==> src/rtl/alu_host_sequencer_pkg.sv <==
// rtl/alu_host_sequencer_pkg.sv - shared state encoding, opcode padding and default sizes for the ALU host sequencer
package alu_host_sequencer_pkg;

  localparam int unsigned DEF_BUS_SIZE       = 8;
  localparam int unsigned DEF_TIMEOUT_CYCLES = 100000;

  // Opcode travels in the low bits of a full bus byte; the top bits are zero.
  localparam int unsigned OP_PAD_W = 2;

  typedef enum logic [2:0] {
    ST_IDLE     = 3'd0,
    ST_SEND_A   = 3'd1,
    ST_SEND_B   = 3'd2,
    ST_SEND_OP  = 3'd3,
    ST_WAIT_RES = 3'd4,
    ST_DONE     = 3'd5
  } state_e;

endpackage

==> src/rtl/alu_host_timer.sv <==
// rtl/alu_host_timer.sv - response-wait counter with clear, enable and terminal-count output
module alu_host_timer #(
  parameter int unsigned TIMEOUT_CYCLES = 100000
) (
  input  logic clk,
  input  logic i_reset,
  input  logic clear_i,
  input  logic enable_i,
  output logic tc_o
);

  // Holds 0..TIMEOUT_CYCLES-1; at least one bit so a limit of 1 still elaborates.
  localparam int unsigned CNT_W = (TIMEOUT_CYCLES > 1) ? $clog2(TIMEOUT_CYCLES) : 1;
  localparam logic [CNT_W-1:0] LAST_CNT = CNT_W'(TIMEOUT_CYCLES - 1);

  logic [CNT_W-1:0] cnt_q;

  // Terminal count fires during the TIMEOUT_CYCLES-th enabled cycle.
  assign tc_o = enable_i && (cnt_q == LAST_CNT);

  // Count enabled cycles, restart whenever cleared, park at the terminal value.
  always_ff @(posedge clk or negedge i_reset) begin
    if (!i_reset) begin
      cnt_q <= '0;
    end else if (clear_i) begin
      cnt_q <= '0;
    end else if (enable_i && !tc_o) begin
      cnt_q <= cnt_q + 1'b1;
    end
  end

endmodule

==> src/rtl/alu_host_sequencer.sv <==
// rtl/alu_host_sequencer.sv - sends A, B, opcode to the TX FIFO and collects one result byte from the RX FIFO; ALU_HOST_TIMEOUT_EN adds a response timeout
module alu_host_sequencer
  import alu_host_sequencer_pkg::*;
#(
  parameter int unsigned BUS_SIZE       = DEF_BUS_SIZE,
  parameter int unsigned TIMEOUT_CYCLES = DEF_TIMEOUT_CYCLES
) (
  input  logic                clk,
  input  logic                i_reset,
  input  logic                i_start,
  input  logic [BUS_SIZE-1:0] i_op_a,
  input  logic [BUS_SIZE-1:0] i_op_b,
  input  logic [BUS_SIZE-3:0] i_opcode,
  input  logic                tx_full_signal,
  output logic                wr_signal,
  output logic [BUS_SIZE-1:0] o_tx_data,
  input  logic                rx_empty_signal,
  output logic                rd_signal,
  input  logic [BUS_SIZE-1:0] i_rx_data,
  output logic [BUS_SIZE-1:0] o_result,
  output logic                o_done,
  output logic                o_busy,
  output logic                o_timeout,
  output logic [2:0]          o_state
);

  state_e                state_q;
  logic [BUS_SIZE-1:0]   a_q;
  logic [BUS_SIZE-1:0]   b_q;
  logic [BUS_SIZE-3:0]   op_q;
  logic [BUS_SIZE-1:0]   tx_data_q;
  logic [BUS_SIZE-1:0]   result_q;
  logic                  wr_q;
  logic                  rd_q;
  logic                  done_q;

`ifdef ALU_HOST_TIMEOUT_EN
  logic timeout_q;
  logic timer_tc;

  alu_host_timer #(
    .TIMEOUT_CYCLES(TIMEOUT_CYCLES)
  ) u_timer (
    .clk      (clk),
    .i_reset  (i_reset),
    .clear_i  (state_q != ST_WAIT_RES),
    .enable_i (state_q == ST_WAIT_RES),
    .tc_o     (timer_tc)
  );

  assign o_timeout = timeout_q;
`else
  assign o_timeout = 1'b0;
`endif

  assign wr_signal = wr_q;
  assign rd_signal = rd_q;
  assign o_tx_data = tx_data_q;
  assign o_result  = result_q;
  assign o_done    = done_q;
  assign o_busy    = (state_q != ST_IDLE);
  assign o_state   = state_q;

  // Frame sequencer: strobes are registered and default low, so each byte is written at most once.
  always_ff @(posedge clk or negedge i_reset) begin
    if (!i_reset) begin
      state_q   <= ST_IDLE;
      a_q       <= '0;
      b_q       <= '0;
      op_q      <= '0;
      tx_data_q <= '0;
      result_q  <= '0;
      wr_q      <= 1'b0;
      rd_q      <= 1'b0;
      done_q    <= 1'b0;
`ifdef ALU_HOST_TIMEOUT_EN
      timeout_q <= 1'b0;
`endif
    end else begin
      wr_q   <= 1'b0;
      rd_q   <= 1'b0;
      done_q <= 1'b0;
      case (state_q)
        ST_IDLE: begin
          if (i_start) begin
            a_q     <= i_op_a;
            b_q     <= i_op_b;
            op_q    <= i_opcode;
            state_q <= ST_SEND_A;
`ifdef ALU_HOST_TIMEOUT_EN
            timeout_q <= 1'b0;
`endif
          end
        end
        ST_SEND_A: begin
          if (!tx_full_signal) begin
            wr_q      <= 1'b1;
            tx_data_q <= a_q;
            state_q   <= ST_SEND_B;
          end
        end
        ST_SEND_B: begin
          if (!tx_full_signal) begin
            wr_q      <= 1'b1;
            tx_data_q <= b_q;
            state_q   <= ST_SEND_OP;
          end
        end
        ST_SEND_OP: begin
          if (!tx_full_signal) begin
            wr_q      <= 1'b1;
            tx_data_q <= {{OP_PAD_W{1'b0}}, op_q};
            state_q   <= ST_WAIT_RES;
          end
        end
        ST_WAIT_RES: begin
          // A byte that is ready wins over a timeout expiring in the same cycle.
          if (!rx_empty_signal) begin
            rd_q     <= 1'b1;
            result_q <= i_rx_data;
            done_q   <= 1'b1;
            state_q  <= ST_DONE;
          end
`ifdef ALU_HOST_TIMEOUT_EN
          else if (timer_tc) begin
            timeout_q <= 1'b1;
            done_q    <= 1'b1;
            state_q   <= ST_DONE;
          end
`endif
        end
        ST_DONE: begin
          state_q <= ST_IDLE;
        end
        default: begin
          state_q <= ST_IDLE;
        end
      endcase
    end
  end

endmodule

==> config.mk <==
export PLATFORM = sky130hd
export DESIGN_NAME = alu_host_sequencer
export DESIGN_NICKNAME = d
export VERILOG_FILES = /design/src/rtl/alu_host_sequencer_pkg.sv /design/src/rtl/alu_host_timer.sv /design/src/rtl/alu_host_sequencer.sv
export SDC_FILE = /design/constraint.sdc
export NUM_CORES = 1
export LEC_CHECK = 0
export BUFFER_PORTS_ARGS = -buffer_cell sky130_fd_sc_hd__buf_2
export CAP_MARGIN = 20
export CORE_MARGIN = 1
export CORE_UTILIZATION = 50
export CTS_CLUSTER_SIZE = 10
export DETAILED_ROUTE_END_ITERATION = 6
export PLACE_DENSITY = 0.89
export SKIP_LAST_GASP = 1
export SLEW_MARGIN = 10
export SYNTH_ARGS = -nofsm -noshare
export SYNTH_HDL_FRONTEND = slang
export SYNTH_SLANG_ARGS = --single-unit
==> constraint.sdc <==
create_clock -name clk -period 2.25 [get_ports clk]
set_input_delay 0.225 -clock clk [delete_from_list [all_inputs] [get_ports clk]]
set_output_delay 0.225 -clock clk [all_outputs]
set_load 0.1 [all_outputs]
### Yosys cells after proc, flatten, opt, wreduce, memory -nomap -nowiden

Index checks and enable logic that the tools add are counted.

| cells by class | value |
|---|---|
| $add $sub $neg | 0 |
| $mul | 0 |
| divide/modulo/power cells | 0 |
| magnitude comparators | 0 |
| eq/ne operators | 9 |
| shift operators | 0 |
| muxes and demuxes | 14 |
| bitwise logic cells | 1 |
| reduce and logical (&&, ||, !) cells | 8 |

Operators by type and width:

| kind | number |
|---|---|
| 8-bit two-way mux | 3 |
| 8-bit case mux with 3 select lines | 1 |
| 3-bit two-way mux | 5 |
| 3-bit case mux with 5 select lines | 1 |
| 2-bit inequality test, second input constant | 5 |
| 3-bit by 2-bit equality test with 1-bit output, second input constant | 2 |
| 3-bit nonzero test | 2 |
| 5-bit AND reduction | 1 |
| 1-bit two-way mux | 4 |
| 2-bit AND reduction | 2 |
| 4-bit AND reduction | 1 |
| 3-bit by 1-bit equality test with 1-bit output, second input constant | 1 |
| 3-bit equality test, second input constant | 1 |
| 3-bit zero test | 1 |
| 3-bit OR reduction | 1 |
| 1-bit inverter | 1 |

| storage, ports and cells | value |
|---|---|
| register bits after elaboration | 43 |
| bits in latches | 0 |
| memory bits (writable) | 0 |
| memory bits (read-only) | 0 |
| bits of input ports | 35 |
| word-level logic and storage cells | 40 |
| memories kept | 0 |

### Logic depth before layout (Yosys ltp)

| logic depth | value |
|---|---|
| depth in word-level cells | 3 |
| depth in mapped cells | 6 |
| gate-level depth less buffers | 3 |

### Worst setup path before layout

No wires, ideal clock.

| timing | value |
|---|---|
| path kind | register to output |
| from | register state_q[1] (netlist: o_state[1]) |
| to | output o_busy |
| arrival time | 2.027 ns |
| data required time | 2.025 ns |
| setup slack | -0.002 ns |
| stages on the path, launching flop included | 3 |
| buffers on the path | 1 |
| path through | dfrtp_1 -> clkbuf_1 -> or3_1 |

| between the ends | value |
|---|---|
| cells in the longest elaborated chain, start to end | 1 |

RTL lines:

| item | RTL line | RTL |
|---|---|---|
| start, declared | alu_host_sequencer.sv:27 | `state_e state_q;` |
| start signal, assigned | alu_host_sequencer.sv:67 | `state_q <= ST_IDLE;` |
| start signal, assigned | alu_host_sequencer.sv:89 | `state_q <= ST_SEND_A;` |
| start signal, assigned | alu_host_sequencer.sv:99 | `state_q <= ST_SEND_B;` |
| 3-bit nonzero test | alu_host_sequencer.sv:61 | `assign o_busy = (state_q != ST_IDLE);` |
| end, declared | alu_host_sequencer.sv:22 | `output logic o_busy,` |

No other way between the ends.

### Worst setup path after layout

| timing | value |
|---|---|
| from | register state_q[0] (netlist: o_state[0]) |
| to | output o_busy |

Same word-level chain as after synthesis.

==> metrics <==
DRC violations left 0; Final WS setup 367 ps; Rel. slew slack 0.532; diode count 0; Die W 64.1 um; layout cells sized above 1 0.579; Initial Util 0.522; CP Capture Type output pin; Critical Path Fanout Max 11; RSZ-0062 raised after global routing false; minimum clock period 1880 ps; Final Hold Fails 0; Post-CTS Resized 0; CTS sink cnt 43; CP max-delay cell dfrtp_1; CTS root buf clkbuf_8; reg-to-reg setup timing slack 560 ps; synthesized area per cell 14.0 um2; first drt pass iteration count 4; R2R Path End o_tx_data[1]; clk buf depth 2; wire per inst 15.3 um; worst slew pin tran 702 ps; post-synthesis to final-layout area growth 21.6%; number of DRC markers in iteration 0 32; synthesized flop and latch total 43; CTS H-Tree Depth 2; status finished, final reports clean; gp weighted congestion 0.768; Worst Skew 7.16 ps; delay of the slowest critical-path stage 480 ps; TNS Setup 0 ps; Synth Warn # 0; Post-synth EDFFs 0; die area 0.00410 mm2; Overall Global Routing Usage 0.210; Critical Path Start Type register; Syn Nets 173; Pins Over Slew Limit 0; Remaining Overflow, GRT 0; Yosys cell types 27; crit path from o_state[0]; Buffers on Ports 57; vias in the first global route 1359; max_cap viols 0; dpl ws 604 ps; worst reg2reg path depth 4; Setup-failing EPs final 0; DP HPWL 2630 um; Worst Setup EP o_busy; row count 22; sequential share of the synthesized area 0.559; core outline area 0.00369 mm2; WHS 153 ps; maximum clock rate 531 MHz; mapped cell area 0.00193 mm2; CP Cell Sequence buf_4, or3_1, buf_2; TritonCTS clock tree done; Worst-Skew Late Latency 300 ps; reg-to-reg critical path startpoint o_state[0]; Ports 59; Num CTS Buffers 5; Worst Path Required 2030 ps; initial antenna violation count 0; Die Y 64.1 um; Placed Cells incl. Taps 236; largest net degree at the start of global routing 34; Arrival @ worst endpoint 1660 ps; total wire length 3750 um; via count 1321; fin crit share 0.837; Post-synth top flop dfrtp_1; final net count 231; Post-Synthesis Cells 138; ANT nets after route 0; clock-pin slew on the worst setup and hold paths 80 ps; Synth async-reset ratio 1.00; Non-Filler Instances 245; DR vias/cell 5.39; kind of critical path register to output pin; first-pass GRT wire length 6300 um; Hold Crit Class input pin to register
registers in the layout, summed over array words and instances, names as in the netlist:
register and cells:
op_q 6, b_q 8, o_done 1, o_tx_data 8
a_q 8, wr_signal 1, o_state 3, o_result 8
layer usage:
layer,part of all wire,vias to the layer above,wire length [um],track usage
li1,-,611,-,-
met1,0.41,636,1520,0.249
met2,0.51,65,1900,0.346
met3,0.068,9,256,0.0661
met4,0.018,0,68,0.0966
met5,0,-,0,0
placed cells by master, fill, tap and decap left out, types with 2 or more instances in the layout:
| cell type | synthesis | routed |
|---|---|---|
| and4bb_2 | 6 | 6 |
| nor2_1 | 2 | 2 |
| o21ai_0 | 2 | 2 |
| mux2_4 | 8 | 8 |
| buf_4 | 3 | 5 |
| nand2_1 | 2 | 2 |
| buf_2 | 1 | 57 |
| a221oi_1 | 5 | 5 |
| clkbuf_8 | 0 | 6 |
| dfrtp_1 | 43 | 42 |
| nor2b_1 | 3 | 3 |
| o31ai_1 | 2 | 2 |
| a21oi_1 | 16 | 16 |
| mux2_2 | 25 | 25 |
stage by stage:
step | utilization | area [um2]
6_report | 0.635 | 2340
5_1_grt | 0.635 | 2340
4_1_cts | 0.635 | 2340
3_5_place_dp | 0.600 | 2210
3_3_place_gp | 0.600 | 2210
2_1_floorplan | - | 1930
cell type report:
| type | count | area [um2] |
|---|---|---|
| timing repair buffer | 63 | 333 |
| tap | 48 | 60.1 |
| fill | 307 | 1350 |
| clock buffer | 6 | 82.6 |
| clock inverter | 2 | 35.0 |
| multi-input combinational | 83 | 754 |
| sequential | 43 | 1080 |
cell usage after synthesis (2+ instances only):
cell | instances | area share
a21oi_1 | 16 | 0.042
a221oi_1 | 5 | 0.023
and4bb_2 | 6 | 0.039
buf_4 | 3 | 0.012
buf_6 | 5 | 0.029
clkbuf_1 | 3 | 0.0058
dfrtp_1 | 43 | 0.56
mux2_2 | 25 | 0.15
mux2_4 | 8 | 0.062
nand2_1 | 2 | 0.0039
nor2_1 | 2 | 0.0039
nor2b_1 | 3 | 0.0097
o21ai_0 | 2 | 0.0052
o31ai_1 | 2 | 0.0078
logic make-up after synthesis:
group / after synthesis / share of synthesized area
AO/OA/AOI/OAI: 25 / 0.0773
XOR/XNOR: 1 / 0.00455
buffers and inverters: 12 / 0.0494
flip-flops: 43 / 0.559
multiplexers: 33 / 0.209
other: 1 / 0.00195
AND/OR/NAND/NOR: 23 / 0.0994
worst max-delay path, delay by kind of cell (launching register included):
| kind | cells | cell delay (ps) |
|---|---|---|
| buf+inv | 2 | 500 |
| simple gates | 1 | 380 |
| flops | 1 | 480 |
what timing repair did:
action                                 CTS  global route
buffers inserted                         0             0
hold buffers                             1             0
endpoints found under the hold margin   31             0
how the worst min path moves through the flow:
stage                       end       from  slack (ps)  cells after the start
CTS                      a_q[4]  i_op_a[4]         150                      2
floorplan                a_q[0]    i_reset         -70                      0
global placement    o_result[1]    i_reset         310                      1
detailed placement  o_result[1]    i_reset         310                      1
finish                   b_q[7]  i_op_b[7]         150                      2
global route             b_q[2]  i_op_b[2]         140                      2
Power is left out: the tool's default activity adds up to more than one toggle a clock period on the data nets, which glitch-free logic cannot reach.
